[config.mk]
export PLATFORM = sky130hd
export DESIGN_NAME = fetch_ctrl
export DESIGN_NICKNAME = d
export VERILOG_FILES = /design/src/rtl/fetch_ctrl_pkg.sv /design/src/rtl/fetch_ctrl_pc_reg.sv /design/src/rtl/fetch_ctrl.sv
export SDC_FILE = /design/constraint.sdc
export NUM_CORES = 1
export LEC_CHECK = 0
export CAP_MARGIN = 20
export CORE_ASPECT_RATIO = 0.75
export CORE_UTILIZATION = 44
export CTS_CLUSTER_DIAMETER = 30
export CTS_CLUSTER_SIZE = 8
export DETAILED_ROUTE_END_ITERATION = 8
export HOLD_SLACK_MARGIN = 0.08
export PLACE_DENSITY = 0.92
export SYNTH_ARGS = -nofsm -noshare
export SYNTH_HDL_FRONTEND = slang
export SYNTH_SLANG_ARGS = --single-unit
[constraint.sdc]
create_clock -name clk -period 2.5 [get_ports clk]
set_input_delay 0.5 -clock clk [delete_from_list [all_inputs] [get_ports clk]]
set_output_delay 0.5 -clock clk [all_outputs]
set_load 0.05 [all_outputs]
[src/rtl/fetch_ctrl_pkg.sv]
// Shared definitions for the instruction fetch controller: state encoding,
// architectural constants and small decode helpers.
package fetch_ctrl_pkg;

    localparam int DATA_W = 16;

    typedef enum logic [1:0] {
        ST_REQ  = 2'd0,
        ST_WAIT = 2'd1,
        ST_OUT  = 2'd2,
        ST_HALT = 2'd3
    } state_e;

    localparam logic [DATA_W-1:0] NOP_INSTR   = 16'h0800;
    localparam logic [4:0]        HALT_OPCODE = 5'b00000;
    localparam logic [DATA_W-1:0] RESET_VEC   = 16'h0000;

    function automatic logic is_halt(input logic [DATA_W-1:0] instr);
        return instr[15:11] == HALT_OPCODE;
    endfunction

    // Instructions are halfword aligned, so bit 0 of any target is dropped.
    function automatic logic [DATA_W-1:0] align_pc(input logic [DATA_W-1:0] addr);
        return addr & ~16'h0001;
    endfunction

endpackage

[src/rtl/fetch_ctrl_pc_reg.sv]
// Program counter register with a load mux choosing between the sequential
// successor (pc+2, wrapping) and an aligned redirect target.
module fetch_pc_reg
    import fetch_ctrl_pkg::*;
(
    input  logic        clk,
    input  logic        rst,
    input  logic        load_en,
    input  logic        sel_redirect,
    input  logic [15:0] redirect_addr,
    output logic [15:0] pc,
    output logic [15:0] pc_plus2
);

    logic [15:0] pc_q;
    logic [15:0] pc_d;
    logic [15:0] pc_inc;

    assign pc_inc = pc_q + 16'd2;

    always_comb begin
        pc_d = pc_q;
        if (load_en) begin
            pc_d = sel_redirect ? align_pc(redirect_addr) : pc_inc;
        end
    end

    always_ff @(posedge clk) begin
        if (rst) begin
            pc_q <= RESET_VEC;
        end else begin
            pc_q <= pc_d;
        end
    end

    assign pc       = pc_q;
    assign pc_plus2 = pc_inc;

endmodule

[src/rtl/fetch_ctrl.sv]
// Instruction fetch controller: issues one read at a time, hands the word to
// decode under stall back-pressure, and squashes in-flight reads on redirect.
module fetch_ctrl
    import fetch_ctrl_pkg::*;
(
    input  logic        clk,
    input  logic        rst,
    input  logic        redirect,
    input  logic [15:0] redirect_addr,
    input  logic        stall,
    output logic        imem_req,
    output logic [15:0] imem_addr,
    input  logic        imem_done,
    input  logic [15:0] imem_data,
    output logic        instr_valid,
    output logic [15:0] instr_out,
    output logic [15:0] pc_plus2,
    output logic        fetch_flush
);

    state_e      state_q, state_d;
    logic        squash_q, squash_d;
    logic [15:0] ir_q, ir_d;
    logic        imem_req_q, imem_req_d;
    logic        instr_valid_q, instr_valid_d;
    logic [15:0] instr_out_q, instr_out_d;
    logic        fetch_flush_q, fetch_flush_d;

    logic        pc_load;
    logic        pc_sel_redirect;
    logic [15:0] pc;

    fetch_pc_reg u_pc (
        .clk           (clk),
        .rst           (rst),
        .load_en       (pc_load),
        .sel_redirect  (pc_sel_redirect),
        .redirect_addr (redirect_addr),
        .pc            (pc),
        .pc_plus2      (pc_plus2)
    );

    always_comb begin
        state_d         = state_q;
        squash_d        = squash_q;
        ir_d            = ir_q;
        pc_load         = 1'b0;
        pc_sel_redirect = 1'b0;
        fetch_flush_d   = redirect;

        if (redirect) begin
            pc_load         = 1'b1;
            pc_sel_redirect = 1'b1;
            unique case (state_q)
                // The request issued this cycle is now in flight; its data must be dropped.
                ST_REQ: begin
                    state_d  = ST_WAIT;
                    squash_d = 1'b1;
                end
                ST_WAIT: begin
                    if (imem_done) begin
                        state_d  = ST_REQ;
                        squash_d = 1'b0;
                    end else begin
                        squash_d = 1'b1;
                    end
                end
                default: state_d = ST_REQ;
            endcase
        end else begin
            unique case (state_q)
                ST_REQ:  state_d = ST_WAIT;
                ST_WAIT: begin
                    if (imem_done) begin
                        if (squash_q) begin
                            squash_d = 1'b0;
                            state_d  = ST_REQ;
                        end else begin
                            ir_d    = imem_data;
                            state_d = ST_OUT;
                        end
                    end
                end
                ST_OUT: begin
                    if (!stall) begin
                        pc_load = 1'b1;
                        state_d = is_halt(ir_q) ? ST_HALT : ST_REQ;
                    end
                end
                default: state_d = ST_HALT;
            endcase
        end

        // Outputs are decoded from the next state so they arrive registered.
        imem_req_d    = (state_d == ST_REQ);
        instr_valid_d = (state_d == ST_OUT);
        instr_out_d   = instr_valid_d ? ir_d : NOP_INSTR;
    end

    always_ff @(posedge clk) begin
        if (rst) begin
            state_q       <= ST_REQ;
            squash_q      <= 1'b0;
            ir_q          <= NOP_INSTR;
            imem_req_q    <= 1'b1;
            instr_valid_q <= 1'b0;
            instr_out_q   <= NOP_INSTR;
            fetch_flush_q <= 1'b0;
        end else begin
            state_q       <= state_d;
            squash_q      <= squash_d;
            ir_q          <= ir_d;
            imem_req_q    <= imem_req_d;
            instr_valid_q <= instr_valid_d;
            instr_out_q   <= instr_out_d;
            fetch_flush_q <= fetch_flush_d;
        end
    end

    assign imem_req    = imem_req_q;
    assign imem_addr   = pc;
    assign instr_valid = instr_valid_q;
    assign instr_out   = instr_out_q;
    assign fetch_flush = fetch_flush_q;

endmodule

==> impl_metrics.ini <==
[run_status]
run_status = finished, final reports clean

[sta]
slew_headroom_pct = 64.7
unrepaired_setup_endpoints_after_global_routing = false
setup_violations = 0
tns_ns = 0
max_slew.worst_pin.slew_ns = 0.528
max_clock_freq_ghz = 0.416
final_period_utilization_pct = 96.2
postLayoutSetupSlackWorst_ns = 0.0957
final_hold_viol_count = 0
timing.hold.ws_ns = 0.491
skew_ns = 0.00490
max_slew_violation_total_from_the_final_report = 0
final_period_minus_worst_setup_slack_ns = 2.40

[detailed_routing]
wl_per_cell_um = 13.5
drt-pass1-iter-count = 4
drcViolationCount = 0
wirelength_mm = 5.57
drt_iter0_markers = 148
postRouteAntennaNets = 0
vias = 2023
route.detailed.vias_per_inst = 4.91

[die]
placeableCoreArea_um2 = 4980
dieHeight_um = 64.9
initial_standard_cell_utilization_of_the_core_pct = 46.6
die_width_um = 85.9
design.portCount = 88
rows = 22
die-area_um2 = 5580

[clocking]
cts_max_path_buffers = 2
cts.htree.levels = 2
clock_pin_slew_on_the_worst_setup_and_hold_paths_ns = 0.10
cts_resized = 0
tritoncts.num_buffers = 5
clock_latency_ns = 0.30
postCtsSetupRepairBufs = 0
cts_tree = yes
cts-root-buf = sky130_fd_sc_hd__clkbuf_8
numClockSinks = 53
postCtsHoldBufs = 0

[yosys]
largest_family_of_logic_cells_by_synthesized_area = simple AND/OR/NAND/NOR gates
synth.cells.most_frequent = sky130_fd_sc_hd__dfxtp_1 (53), sky130_fd_sc_hd__nor2_1 (44), sky130_fd_sc_hd__xor2_1 (19), sky130_fd_sc_hd__mux2i_1 (18), sky130_fd_sc_hd__inv_1 (13)
postSynthCellCount = 255
synthesis.yosys.warnings = 0
synth-seq-area-share_pct = 45.7
synth_xor_xnor_area_share_pct = 9.43
avgSynthCellArea_um2 = 9.11
synth.lib_cells_used.distinct = 39
synth.top_cells.by_area = sky130_fd_sc_hd__dfxtp_1 (46%), sky130_fd_sc_hd__mux2i_1 (7.8%), sky130_fd_sc_hd__xor2_1 (7.2%), sky130_fd_sc_hd__nor2_1 (7.1%), sky130_fd_sc_hd__o21a_1 (3.9%)
edff_count_synth = 0
yosysMostFrequentCell = sky130_fd_sc_hd__dfxtp_1
yosys_reg_bits = 53
synth_compound_area_share_pct = 9.11
async_reset_ff_share_pct = 0
arithmetic_cell_share_of_the_synthesized_area_counting_full_adders_half_adders_and_majority_gates_pct = 0.539
synth_flop_cell = sky130_fd_sc_hd__dfxtp_1
synth_top_cell_area_share_pct = 45.7
yosysTopAreaCell = sky130_fd_sc_hd__dfxtp_1
syn_area_um2 = 2320
synthSimpleGateAreaFrac_pct = 20.4
yosys-mux-area-fraction_pct = 8.73

[critical_path]
worstSetupEndpointType = output port
worstSetupStartpointType = register
worst_ep_arrival_time_ns = 1.90
cp_max_fo = 6
worstSetupPathType = register to output port
cp_data_required_time_ns = 2.00

[final_layout]
num_antenna_cells = 0
layout.nets = 377
stdcell_count = 412
drive_above_1_share_pct = 16.8
syn2layout_area_growth_pct = 52.5
utilization_pct = 71.1

[power_and_ir_drop]
cellPowerDensity_nw_per_um2 = 524
p_leak_nw = 1.39
max-vdd-ir-drop_mv = 0.335

[place]
port_buffers = 84
pre_cts_ws_ns = 0.0442
detailedPlacementHpwl_mm = 4.08
place_inst = 404
place_congestion = 0.849

[global_route]
grt-ovfl-total = 0
first_global_vias = 1889
grt_util_all_layers_pct = 20.6
antenna_found_initial = 0
grt_first_pass_wirelength_mm = 8.98
largest_net_degree_at_the_start_of_global_routing = 36

[run]
max_cap_viol_count = 0

[min_path]
hold_path_class = register to register
cells by family after synthesis:
logic type               Yosys count
flip-flops                        53
XOR/XNOR                          25
adder cells (fa/ha/maj)            1
buffers and inverters             31
multiplexers                      20
AND/OR/NAND/NOR                   94
AO/OA/AOI/OAI                     30
other                              1
routing by layer:
| metal | wire, um | GRT usage, % | share of wire [%] | vias up |
|---|---|---|---|---|
| met1 | 2520 | 26.5 | 45 | 932 |
| met2 | 2620 | 34.7 | 47 | 78 |
| met4 | 53 | 4.38 | 0.95 | 0 |
| met5 | 0 | 0 | 0 | - |
| li1 | - | - | - | 1006 |
| met3 | 375 | 5.61 | 6.7 | 7 |
worst max-delay path, cell delays in order, from the launching register on:
cell and delay (ns):
sky130_fd_sc_hd__dfxtp_1 0.53, sky130_fd_sc_hd__nand4_1 0.29, sky130_fd_sc_hd__nor3_1 0.41, sky130_fd_sc_hd__xor2_2 0.22, sky130_fd_sc_hd__buf_12 0.16
sequential cells by signal, indices dropped and copies added (netlist names):
name,flops
instr_out,16
u_pc.pc,15
imem_req,1
fetch_flush,1
instr_valid,1
squash_q,1
state_q,2
ir_q,16
final cells by class:
| type | count | area, um2 |
|---|---|---|
| tap | 72 | 90.1 |
| fill | 377 | 1440 |
| clock buffer | 6 | 82.6 |
| multi-input combinational | 172 | 1200 |
| timing repair buffer | 93 | 1030 |
| inverter | 14 | 52.6 |
| clock inverter | 2 | 17.5 |
| sequential | 53 | 1070 |
stage by stage:
stage	area, um2	power, mW
floorplan	2400	1.18
global placement	3430	1.35
detailed placement	3430	1.36
CTS	3530	1.87
global route	3540	1.93
finish	3540	1.86
where the power goes:
part / total, mW / internal, mW / switching [mW]
logic: 0.423 / 0.189 / 0.234
clock network: 0.518 / 0.230 / 0.287
registers: 0.917 / 0.876 / 0.0403
path summary, 6_finish.rpt:
path | from | cells past startpoint | endpoint | slack, ns
worst min register to register | ir_q[5] | 2 | instr_out[5] | 0.49
worst min-delay path | ir_q[5] | 2 | instr_out[5] | 0.49
worst max register to register | state_q[1] | 4 | u_pc.pc[14] | 0.47
worst max-delay path | u_pc.pc[9] | 4 | pc_plus2[13] | 0.1
cell usage in the layout (no fill, tap or decap), drive strengths merged, types with 2 or more instances in the layout:
cell type	netlist	routed
a21oi	11	11
buf	7	22
clkbuf	10	6
clkdlybuf4s50	0	71
conb	1	2
dfxtp	53	53
inv	14	15
mux2	2	2
mux2i	18	18
nand2	6	6
nand2b	3	3
nand3	4	4
nand4	5	5
nor2	44	44
nor2b	6	6
nor3	12	12
nor4	5	5
nor4bb	2	2
o21a	12	12
o21ai	2	2
or4	2	2
xnor2	6	6
xor2	19	19
No activity file was read; power rests on OpenSTA's default activity.
